==> config.mk <==
export PLATFORM = sky130hd
export DESIGN_NAME = rv_decode_stage
export DESIGN_NICKNAME = d
export VERILOG_FILES = /design/src/rtl/rv_pkg.sv /design/src/rtl/rv_imm_gen.sv /design/src/rtl/rv_decode_stage.sv
export SDC_FILE = /design/constraint.sdc
export NUM_CORES = 1
export LEC_CHECK = 0
export CAP_MARGIN = 20
export CELL_PAD_IN_SITES_DETAIL_PLACEMENT = 0
export CELL_PAD_IN_SITES_GLOBAL_PLACEMENT = 1
export CORE_UTILIZATION = 33
export DETAILED_ROUTE_END_ITERATION = 10
export PLACE_DENSITY = 0.87
export SYNTH_ARGS = -nofsm -noshare
export SYNTH_HDL_FRONTEND = slang
export SYNTH_SLANG_ARGS = --single-unit
==> constraint.sdc <==
create_clock -name clk -period 2.6 [get_ports clk]
set_clock_uncertainty 0.2 [all_clocks]
set_input_delay 0.52 -clock clk [delete_from_list [all_inputs] [get_ports clk]]
set_output_delay 0.52 -clock clk [all_outputs]
set_load 0.01 [all_outputs]
==> src/rtl/rv_pkg.sv <==
// Shared RV32I decode definitions: ALU operation codes, opcodes, decode state and entry layout.
package rv_pkg;

    localparam logic [5:0] AluAdd   = 6'h00;
    localparam logic [5:0] AluSub   = 6'h01;
    localparam logic [5:0] AluSll   = 6'h02;
    localparam logic [5:0] AluSlt   = 6'h03;
    localparam logic [5:0] AluSltu  = 6'h04;
    localparam logic [5:0] AluXor   = 6'h05;
    localparam logic [5:0] AluSrl   = 6'h06;
    localparam logic [5:0] AluSra   = 6'h07;
    localparam logic [5:0] AluOr    = 6'h08;
    localparam logic [5:0] AluAnd   = 6'h09;
    localparam logic [5:0] AluAddi  = 6'h0A;
    localparam logic [5:0] AluSlti  = 6'h0B;
    localparam logic [5:0] AluSltiu = 6'h0C;
    localparam logic [5:0] AluXori  = 6'h0D;
    localparam logic [5:0] AluOri   = 6'h0E;
    localparam logic [5:0] AluAndi  = 6'h0F;
    localparam logic [5:0] AluSlli  = 6'h10;
    localparam logic [5:0] AluSrli  = 6'h11;
    localparam logic [5:0] AluSrai  = 6'h12;
    localparam logic [5:0] AluLb    = 6'h13;
    localparam logic [5:0] AluLh    = 6'h14;
    localparam logic [5:0] AluLw    = 6'h15;
    localparam logic [5:0] AluLbu   = 6'h16;
    localparam logic [5:0] AluLhu   = 6'h17;
    localparam logic [5:0] AluSb    = 6'h18;
    localparam logic [5:0] AluSh    = 6'h19;
    localparam logic [5:0] AluSw    = 6'h1A;
    localparam logic [5:0] AluBeq   = 6'h1B;
    localparam logic [5:0] AluBne   = 6'h1C;
    localparam logic [5:0] AluBlt   = 6'h1D;
    localparam logic [5:0] AluBge   = 6'h1E;
    localparam logic [5:0] AluBltu  = 6'h1F;
    localparam logic [5:0] AluBgeu  = 6'h20;
    localparam logic [5:0] AluLui   = 6'h21;
    localparam logic [5:0] AluAuipc = 6'h22;
    localparam logic [5:0] AluJal   = 6'h23;
    localparam logic [5:0] AluJalr  = 6'h24;

    localparam logic [6:0] OpcOp     = 7'h33;
    localparam logic [6:0] OpcOpImm  = 7'h13;
    localparam logic [6:0] OpcLoad   = 7'h03;
    localparam logic [6:0] OpcStore  = 7'h23;
    localparam logic [6:0] OpcBranch = 7'h63;
    localparam logic [6:0] OpcLui    = 7'h37;
    localparam logic [6:0] OpcAuipc  = 7'h17;
    localparam logic [6:0] OpcJal    = 7'h6F;
    localparam logic [6:0] OpcJalr   = 7'h67;

    typedef enum logic {StRun, StHalt} dec_state_e;

    typedef enum logic [2:0] {FmtNone, FmtI, FmtS, FmtB, FmtU, FmtJ, FmtShamt} imm_fmt_e;

    typedef struct packed {
        logic [5:0]  alu_control;
        logic [4:0]  rs1;
        logic [4:0]  rs2;
        logic [4:0]  rd;
        logic [31:0] imm;
        logic [31:0] pc;
        logic        alu_src;
        logic        reg_write;
        logic        mem_read;
        logic        mem_write;
        logic        branch;
        logic        jump;
    } dec_entry_t;

endpackage

==> src/rtl/rv_imm_gen.sv <==
// Combinational immediate generator: picks the instruction format and builds the
// sign-extended 32-bit immediate (shift-immediates yield a zero-extended shamt).
module rv_imm_gen
    import rv_pkg::*;
(
    input  logic [31:0] instr,
    output logic [31:0] imm,
    output imm_fmt_e    fmt
);

    always_comb begin
        case (instr[6:0])
            OpcOpImm:          fmt = (instr[13:12] == 2'b01) ? FmtShamt : FmtI;
            OpcLoad, OpcJalr:  fmt = FmtI;
            OpcStore:          fmt = FmtS;
            OpcBranch:         fmt = FmtB;
            OpcLui, OpcAuipc:  fmt = FmtU;
            OpcJal:            fmt = FmtJ;
            default:           fmt = FmtNone;
        endcase
    end

    always_comb begin
        case (fmt)
            FmtI:     imm = {{20{instr[31]}}, instr[31:20]};
            FmtShamt: imm = {27'b0, instr[24:20]};
            FmtS:     imm = {{20{instr[31]}}, instr[31:25], instr[11:7]};
            FmtB:     imm = {{19{instr[31]}}, instr[31], instr[7], instr[30:25], instr[11:8], 1'b0};
            FmtU:     imm = {instr[31:12], 12'b0};
            FmtJ:     imm = {{11{instr[31]}}, instr[31], instr[19:12], instr[20], instr[30:21],
                             1'b0};
            default:  imm = 32'b0;
        endcase
    end

endmodule

==> src/rtl/rv_decode_stage.sv <==
// Registered RV32I decode stage with valid/ready handshake, flush and optional illegal halt.
// Define RV_DECODE_ILLEGAL_EN to flag illegal instructions and halt until flush/reset.
module rv_decode_stage
    import rv_pkg::*;
#(
    parameter int unsigned      XLEN     = 32,
    parameter logic [XLEN-1:0]  RESET_PC = 32'h0000_0000
) (
    input  logic            clk,
    input  logic            rst_n,
    input  logic            flush,
    input  logic            in_valid,
    output logic            in_ready,
    input  logic [31:0]     in_instr,
    input  logic [XLEN-1:0] in_pc,
    output logic            out_valid,
    input  logic            out_ready,
    output logic [5:0]      out_alu_control,
    output logic [4:0]      out_rs1,
    output logic [4:0]      out_rs2,
    output logic [4:0]      out_rd,
    output logic [XLEN-1:0] out_imm,
    output logic [XLEN-1:0] out_pc,
    output logic            out_alu_src,
    output logic            out_reg_write,
    output logic            out_mem_read,
    output logic            out_mem_write,
    output logic            out_branch,
    output logic            out_jump,
    output logic            out_illegal
);

    localparam dec_entry_t EntryRst = '{alu_control: 6'h00, rs1: 5'd0, rs2: 5'd0, rd: 5'd0,
                                        imm: 32'h0, pc: RESET_PC, alu_src: 1'b0,
                                        reg_write: 1'b0, mem_read: 1'b0, mem_write: 1'b0,
                                        branch: 1'b0, jump: 1'b0};

    logic [6:0]  opcode;
    logic [2:0]  funct3;
    logic [6:0]  funct7;
    logic [31:0] imm;
    imm_fmt_e    imm_fmt;
    logic        legal;
    logic        keep_rd;
    logic        accept;
    logic        run;
    logic        valid_q, valid_d;
    dec_entry_t  entry_q, entry_d;

    assign opcode = in_instr[6:0];
    assign funct3 = in_instr[14:12];
    assign funct7 = in_instr[31:25];

    rv_imm_gen u_imm_gen (
        .instr (in_instr),
        .imm   (imm),
        .fmt   (imm_fmt)
    );

    always_comb begin
        entry_d           = EntryRst;
        entry_d.rs1       = in_instr[19:15];
        entry_d.rs2       = in_instr[24:20];
        entry_d.imm       = imm;
        entry_d.pc        = in_pc;
        legal             = 1'b1;
        keep_rd           = 1'b1;
        case (opcode)
            OpcOp: begin
                entry_d.reg_write = 1'b1;
                if (funct7 == 7'b0000000) begin
                    case (funct3)
                        3'd0:    entry_d.alu_control = AluAdd;
                        3'd1:    entry_d.alu_control = AluSll;
                        3'd2:    entry_d.alu_control = AluSlt;
                        3'd3:    entry_d.alu_control = AluSltu;
                        3'd4:    entry_d.alu_control = AluXor;
                        3'd5:    entry_d.alu_control = AluSrl;
                        3'd6:    entry_d.alu_control = AluOr;
                        default: entry_d.alu_control = AluAnd;
                    endcase
                end else if (funct7 == 7'b0100000 && funct3 == 3'd0) begin
                    entry_d.alu_control = AluSub;
                end else if (funct7 == 7'b0100000 && funct3 == 3'd5) begin
                    entry_d.alu_control = AluSra;
                end else begin
                    legal = 1'b0;
                end
            end
            OpcOpImm: begin
                entry_d.reg_write = 1'b1;
                entry_d.alu_src   = 1'b1;
                case (funct3)
                    3'd0:    entry_d.alu_control = AluAddi;
                    3'd1:    entry_d.alu_control = AluSlli;
                    3'd2:    entry_d.alu_control = AluSlti;
                    3'd3:    entry_d.alu_control = AluSltiu;
                    3'd4:    entry_d.alu_control = AluXori;
                    3'd5:    entry_d.alu_control = in_instr[30] ? AluSrai : AluSrli;
                    3'd6:    entry_d.alu_control = AluOri;
                    default: entry_d.alu_control = AluAndi;
                endcase
                // Shift-immediates reuse the funct7 slot; only 0 or SRAI's 0100000 are valid.
                if (imm_fmt == FmtShamt &&
                    !(funct7 == 7'b0000000 || (funct3 == 3'd5 && funct7 == 7'b0100000))) begin
                    legal = 1'b0;
                end
            end
            OpcLoad: begin
                entry_d.reg_write = 1'b1;
                entry_d.mem_read  = 1'b1;
                entry_d.alu_src   = 1'b1;
                case (funct3)
                    3'd0:    entry_d.alu_control = AluLb;
                    3'd1:    entry_d.alu_control = AluLh;
                    3'd2:    entry_d.alu_control = AluLw;
                    3'd4:    entry_d.alu_control = AluLbu;
                    3'd5:    entry_d.alu_control = AluLhu;
                    default: legal = 1'b0;
                endcase
            end
            OpcStore: begin
                entry_d.mem_write = 1'b1;
                entry_d.alu_src   = 1'b1;
                keep_rd           = 1'b0;
                case (funct3)
                    3'd0:    entry_d.alu_control = AluSb;
                    3'd1:    entry_d.alu_control = AluSh;
                    3'd2:    entry_d.alu_control = AluSw;
                    default: legal = 1'b0;
                endcase
            end
            OpcBranch: begin
                entry_d.branch = 1'b1;
                keep_rd        = 1'b0;
                case (funct3)
                    3'd0:    entry_d.alu_control = AluBeq;
                    3'd1:    entry_d.alu_control = AluBne;
                    3'd4:    entry_d.alu_control = AluBlt;
                    3'd5:    entry_d.alu_control = AluBge;
                    3'd6:    entry_d.alu_control = AluBltu;
                    3'd7:    entry_d.alu_control = AluBgeu;
                    default: legal = 1'b0;
                endcase
            end
            OpcLui, OpcAuipc: begin
                entry_d.reg_write   = 1'b1;
                entry_d.alu_src     = 1'b1;
                entry_d.alu_control = (opcode == OpcLui) ? AluLui : AluAuipc;
            end
            OpcJal: begin
                entry_d.jump        = 1'b1;
                entry_d.reg_write   = 1'b1;
                entry_d.alu_control = AluJal;
            end
            OpcJalr: begin
                entry_d.jump        = 1'b1;
                entry_d.reg_write   = 1'b1;
                entry_d.alu_src     = 1'b1;
                entry_d.alu_control = AluJalr;
                legal               = (funct3 == 3'd0);
            end
            default: legal = 1'b0;
        endcase
        // Illegal encodings collapse to a NOP: ADD with every side effect disabled.
        if (!legal) begin
            entry_d.alu_control = AluAdd;
            entry_d.alu_src     = 1'b0;
            entry_d.reg_write   = 1'b0;
            entry_d.mem_read    = 1'b0;
            entry_d.mem_write   = 1'b0;
            entry_d.branch      = 1'b0;
            entry_d.jump        = 1'b0;
            keep_rd             = 1'b0;
        end
        entry_d.rd = keep_rd ? in_instr[11:7] : 5'd0;
    end

`ifdef RV_DECODE_ILLEGAL_EN
    dec_state_e state_q, state_d;
    logic       illegal_q;

    always_ff @(posedge clk or negedge rst_n) begin
        if (!rst_n) begin
            state_q   <= StRun;
            illegal_q <= 1'b0;
        end else begin
            state_q <= state_d;
            if (accept) begin
                illegal_q <= !legal;
            end
        end
    end

    always_comb begin
        state_d = state_q;
        if (flush) begin
            state_d = StRun;
        end else if (accept && !legal) begin
            state_d = StHalt;
        end
    end

    assign run         = (state_q == StRun);
    assign out_illegal = illegal_q;
`else
    assign run         = 1'b1;
    assign out_illegal = 1'b0;
`endif

    always_comb begin
        in_ready = run && (!valid_q || out_ready);
        accept   = in_valid && in_ready && !flush;
    end

    always_comb begin
        valid_d = valid_q;
        if (flush) begin
            valid_d = 1'b0;
        end else if (accept) begin
            valid_d = 1'b1;
        end else if (out_ready) begin
            valid_d = 1'b0;
        end
    end

    always_ff @(posedge clk or negedge rst_n) begin
        if (!rst_n) begin
            valid_q <= 1'b0;
            entry_q <= EntryRst;
        end else begin
            valid_q <= valid_d;
            if (accept) begin
                entry_q <= entry_d;
            end
        end
    end

    assign out_valid       = valid_q;
    assign out_alu_control = entry_q.alu_control;
    assign out_rs1         = entry_q.rs1;
    assign out_rs2         = entry_q.rs2;
    assign out_rd          = entry_q.rd;
    assign out_imm         = entry_q.imm;
    assign out_pc          = entry_q.pc;
    assign out_alu_src     = entry_q.alu_src;
    assign out_reg_write   = entry_q.reg_write;
    assign out_mem_read    = entry_q.mem_read;
    assign out_mem_write   = entry_q.mem_write;
    assign out_branch      = entry_q.branch;
    assign out_jump        = entry_q.jump;

endmodule

# After elaboration in Yosys (flattened, before gate mapping)
# Cells that the tools add are included.
# totals
ff_bits	92
out_inout_bits	94
elab_cells	96
in_bits	69
# op_classes
eq_ne	24
reduce_logical	23
mux	36
# op_table
operator	n
case mux 32 bit (6 select lines)	1
case mux 6 bit (8 select lines)	1
case mux 6 bit (6 select lines)	1
case mux 5 bit (7 select lines)	1
equality test 7 x 6 -> 1 bit (second input constant)	4
case mux 4 bit (7 select lines)	1
case mux 5 bit (5 select lines)	1
two-way mux 6 bit	4
equality test 3 bit (second input constant)	7
equality test 7 bit (second input constant)	3
two-way mux 1 bit	18
case mux 3 bit (6 select lines)	1
case mux 5 bit (3 select lines)	1
equality test 7 x 5 -> 1 bit (second input constant)	2
equality test 3 x 2 -> 1 bit (second input constant)	4
OR reduction 6 bit	2
OR reduction 2 bit	4
equality test 7 x 2 -> 1 bit (second input constant)	1
zero test 7 bit	1
case mux 1 bit (7 select lines)	1
OR reduction 7 bit	1
equality test 3 x 1 -> 1 bit (second input constant)	2
two-way mux 3 bit	2
OR reduction 3 bit	2
other kinds (9)	17

# Longest topological paths before layout
# depth
ltp_word	9
mapped_depth	8

# Cells and area by module
# A second synthesis with hierarchy kept.
# unflattened
cells_unflattened	570
area_unflattened_um2	4767.1
# by_module_without_submodules
mod	n_inst	area_each_um2	cells_per_inst
rv_decode_stage	1	4245.3	501
rv_imm_gen	1	521.8	69

# Worst setup path after synthesis
# No wires, ideal clock.
# synth_path
path_kind	in2reg
start	input in_instr[2]
end	register entry_q (netlist bit out_alu_control[4])
arrival_ns	1.715
setup_time_ns	0.082
slack_ns	0.603
path_stages	8
required_ns	2.318
cell_sequence	buf_6 > and4bb_1 > buf_4 > nand2_4 > a2111oi_4 > a21oi_2 > buf_6 > a31oi_1
# synth_between
elab_chain_cells	8
word_cells_on_any_way	19
cone_classes	eq/ne (10); mux (5); reduce/logical (4)
# synth_rtl
item	line	rtl
start: declaration	rv_decode_stage.sv:14	input logic [31:0] in_instr,
equality test 7 x 6 -> 1 bit, or another cell as far along	rv_imm_gen.sv:12, rv_decode_stage.sv:68	
OR reduction 2 bit, on equally long branches	rv_imm_gen.sv:12, rv_decode_stage.sv:68	
case mux 3 bit (6 select lines)	rv_imm_gen.sv:12	case (instr[6:0])
equality test 3 bit	rv_decode_stage.sv:104	if (imm_fmt == FmtShamt &&
logical AND 1 bit	rv_decode_stage.sv:104	
two-way mux 1 bit	rv_decode_stage.sv:104	
case mux 1 bit (7 select lines)	rv_decode_stage.sv:68	case (opcode)
two-way mux 6 bit (*)	rv_decode_stage.sv:166	if (!legal) begin
end signal: assignment	rv_decode_stage.sv:230	entry_q <= EntryRst;
end signal: assignment	rv_decode_stage.sv:234	entry_q <= entry_d;
end: declaration	rv_decode_stage.sv:48	dec_entry_t entry_q, entry_d;
# Mark *: on every way between the ends. The rest lies on a longest branch, timed or not.
# A chain may end at the register's enable or synchronous reset.

# Final worst setup path
# layout_path
start	input out_ready
end	output in_ready
# layout_between
elab_chain_cells	1
# layout_rtl
item	line	rtl
start: declaration	rv_decode_stage.sv:17	input logic out_ready,
logical OR 1 bit	rv_decode_stage.sv:212	in_ready = run && (!valid_q || out_ready);
end: declaration	rv_decode_stage.sv:13	output logic in_ready,
# No other way between the ends.

==> impl_metrics.toml <==
[synth]
synth_edf_count = 0
ys.flop_type = "dfrtp_1"
avgSynthCellArea_um2 = 9.077
synth_area_um2 = 4638
synth.distinct_cells = 71
syn_inst = 511
async_flop_share_pct = 100.0
syn_nets = 580
yosysWarnings = 0
synth_seq_cells = 92
yosysSeqAreaShare_pct = 49.64

[sta]
setup_viol = 0
finalCritPeriodShare_pct = 95.86
relSlewSlack_pct = 57.99
hold_viol = 7
fin_crit_ns = 2.492
whs_ns = -0.009979
worstMarginPinSlew_ns = 0.6301
slew_violations = 0
fmax_mhz = 401.2
tns_ns = 0
grt_setup_unrepaired = "false"
setup_ws_ns = 0.1077

[run_status]
violations = "negative hold slack"
outcome = "complete, but fails checks"

[grt]
met3_usage_pct = 5.943
grt_max_degree = 51
grtUsageMet2_pct = 36.35
gr-total-overflow = 0
grt_pass1_wl_um = 25840
grtUsageMet1_pct = 30.93
grt_pass1_vias = 4754
grt_usage_pct = 23.34
busiest_layer = "met2"
antenna_found_initial = 0

[routing]
drcViolationCount = 0
vias = 4824
wl_per_cell_um = 18.12
drtIter0Drc = 326
via_per_inst = 5.325
drt-total-wl_um = 16410
ant_nets = 0
drt_pass1_iterations = 5

[die]
start_util_pct = 34.48
rows = 42
die_w_um = 120.6
dieArea_um2 = 14530
ios = 163
core_um2 = 13450
fp.dieH_um = 120.6

[critical_path]
r2r-end = "out_alu_control[4]"
timing.critical_path.arrival_ns = 1.77
max_stage_delay_ns = 0.51
cp_common_cell = "clkdlybuf4s50_1"
critPathMaxFanout = 4
crit_path_end_kind = "output port"
r2r_cells = 7
worstSetupPathType = "primary input to output port"
slowest_stage = "clkdlybuf4s50_1"
regToRegSetupSlack_ns = 0.54
worst_setup_path_start_kind = "primary input"
rr_startpoint = "out_valid"
worstPathCellList = "clkdlybuf4s50_1, nor2b_2, inv_1, clkdlybuf4s50_1"
cp_data_required_time_ns = 1.88

[final_layout]
layout_common_cells = "nand2_1, clkdlybuf4s50_1, dfrtp_1"
n_fill_cell = 1241
drive_gt1_share_pct = 16.44
area_growth_pct = 56.95
final_area_um2 = 7279
nNetsFinal = 797
final_common_cell = "nand2_1"
diodes = 0

[run]
maxCapViolations = 0

[clocking]
cts_buffer_depth = 2
cts_setup_buffers = 0
h-tree-depth = 3
cts-root-buf = "clkbuf_16"
clk_latency_ns = 0.33
clock_sinks = 92
clkTransAtPathRegs_ns = 0.06
cts_inserted_buffers = 9
cts_tree = "done"

[placement]
portBuffers = 161
place_ws_ns = -0.2620
post_dp_cell_area_um2 = 6964
routabilityCongestion = 0.9529
dp_hpwl_um = 12710

[power]
leakagePower_nw = 3.300
powerDensity_nw_per_um2 = 516.7
ir_drop_mv = 0.3100

[hold_path]
hold_class = "primary input to asynchronous set/reset pin"
## cell usage after synthesis, types with 3 or more instances
cell / count / area (um^2)
nand2b_1: 7 / 43.79
nor2b_1: 3 / 18.77
nor3_1: 6 / 30.03
buf_2: 16 / 80.08
a31oi_1: 5 / 31.28
o21ai_0: 6 / 30.03
clkbuf_1: 16 / 60.06
nand3_1: 35 / 175.2
inv_1: 5 / 18.77
a2111oi_0: 3 / 26.28
o2bb2ai_1: 8 / 70.07
nor2_1: 18 / 67.56
a21oi_1: 9 / 45.04
o21ai_1: 3 / 15.01
nand3b_1: 3 / 22.52
nand4_1: 9 / 56.30
a221o_1: 4 / 40.04
o31ai_1: 3 / 22.52
a22o_1: 16 / 140.1
o211ai_2: 6 / 75.07
a22oi_1: 4 / 30.03
and3_1: 6 / 37.54
nand2_1: 167 / 626.9
dfrtp_1: 92 / 2302
## power breakdown
part | switching [mW] | internal [mW] | leakage [nW]
sequential | 0.0553 | 1.54 | 1.21
clock | 0.506 | 0.878 | 0.154
combinational | 0.378 | 0.409 | 1.93
## registers in the layout, indices dropped and copies added (netlist names)
name             cells
out_rs2              5
out_rd               5
out_mem_read         1
out_valid            1
out_alu_control      6
out_branch           1
out_mem_write        1
out_pc              32
out_jump             1
out_alu_src          1
out_reg_write        1
out_rs1              5
out_imm             32
## through the flow
| step | power (mW) | cells | hold slack (ns) | util, % |
|---|---|---|---|---|
| global placement | 2.389 | 893 | 0.2560 | 51.77 |
| floorplan | 1.888 | 511 | 0.02441 | - |
| finish | 3.761 | 906 | -0.009979 | 54.11 |
| detailed placement | 2.402 | 893 | 0.2619 | 51.77 |
| global route | 3.932 | 906 | 0.04355 | 54.11 |
| CTS | 3.809 | 906 | 0.01927 | 54.09 |
## layout make-up
class	instances	area (um^2)	area share, %
Inverter	5	18.77	0.2578
Clock buffer	11	252.7	3.472
Timing Repair Buffer	244	2270	31.18
Clock inverter	2	60.06	0.8250
Tap cell	176	220.2	3.025
Multi-Input combinational cell	376	2156	29.62
Sequential cell	92	2302	31.63
## what timing repair did
action	CTS	global route
gates resized for setup	0	2
setup endpoints to repair	0	1
hold buffers	0	0
## kinds of logic (layout without fill, tap and decap cells)
| family | count (synthesis) | in the layout | share of synthesized area, % |
|---|---|---|---|
| multiplexers | 1 | 1 | 0.2428 |
| buffers and inverters | 43 | 262 | 4.397 |
| AND/OR/NAND/NOR | 273 | 273 | 27.27 |
| flip-flops | 92 | 92 | 49.64 |
| XOR/XNOR | 1 | 1 | 0.1889 |
| AO/OA/AOI/OAI | 100 | 100 | 18.18 |
| other | 1 | 1 | 0.08085 |
## worst max-delay path: cells and delay by family
family	cells	cell delay [ns]
simple gates	1	0.21
buf+inv	3	1.05
## routing by layer
metal | vias up | part of all wire [%]
li1 | 2243 | -
met1 | 2341 | 43
met2 | 213 | 47
met3 | 27 | 7.3
met4 | 0 | 2.5
met5 | - | 0
## how the worst max path moves through the flow
stage / startpoint / end / slack [ns]
floorplan: in_instr[2] / out_alu_control[4] / 0.60
detailed placement: in_instr[6] / out_alu_control[1] / -0.26
global route: in_instr[6] / out_alu_control[1] / 0.03
finish: out_ready / in_ready / 0.11
global placement: in_instr[6] / out_alu_control[1] / -0.34
CTS: out_ready / in_ready / 0.09
No activity file was read; power rests on OpenSTA's default activity.
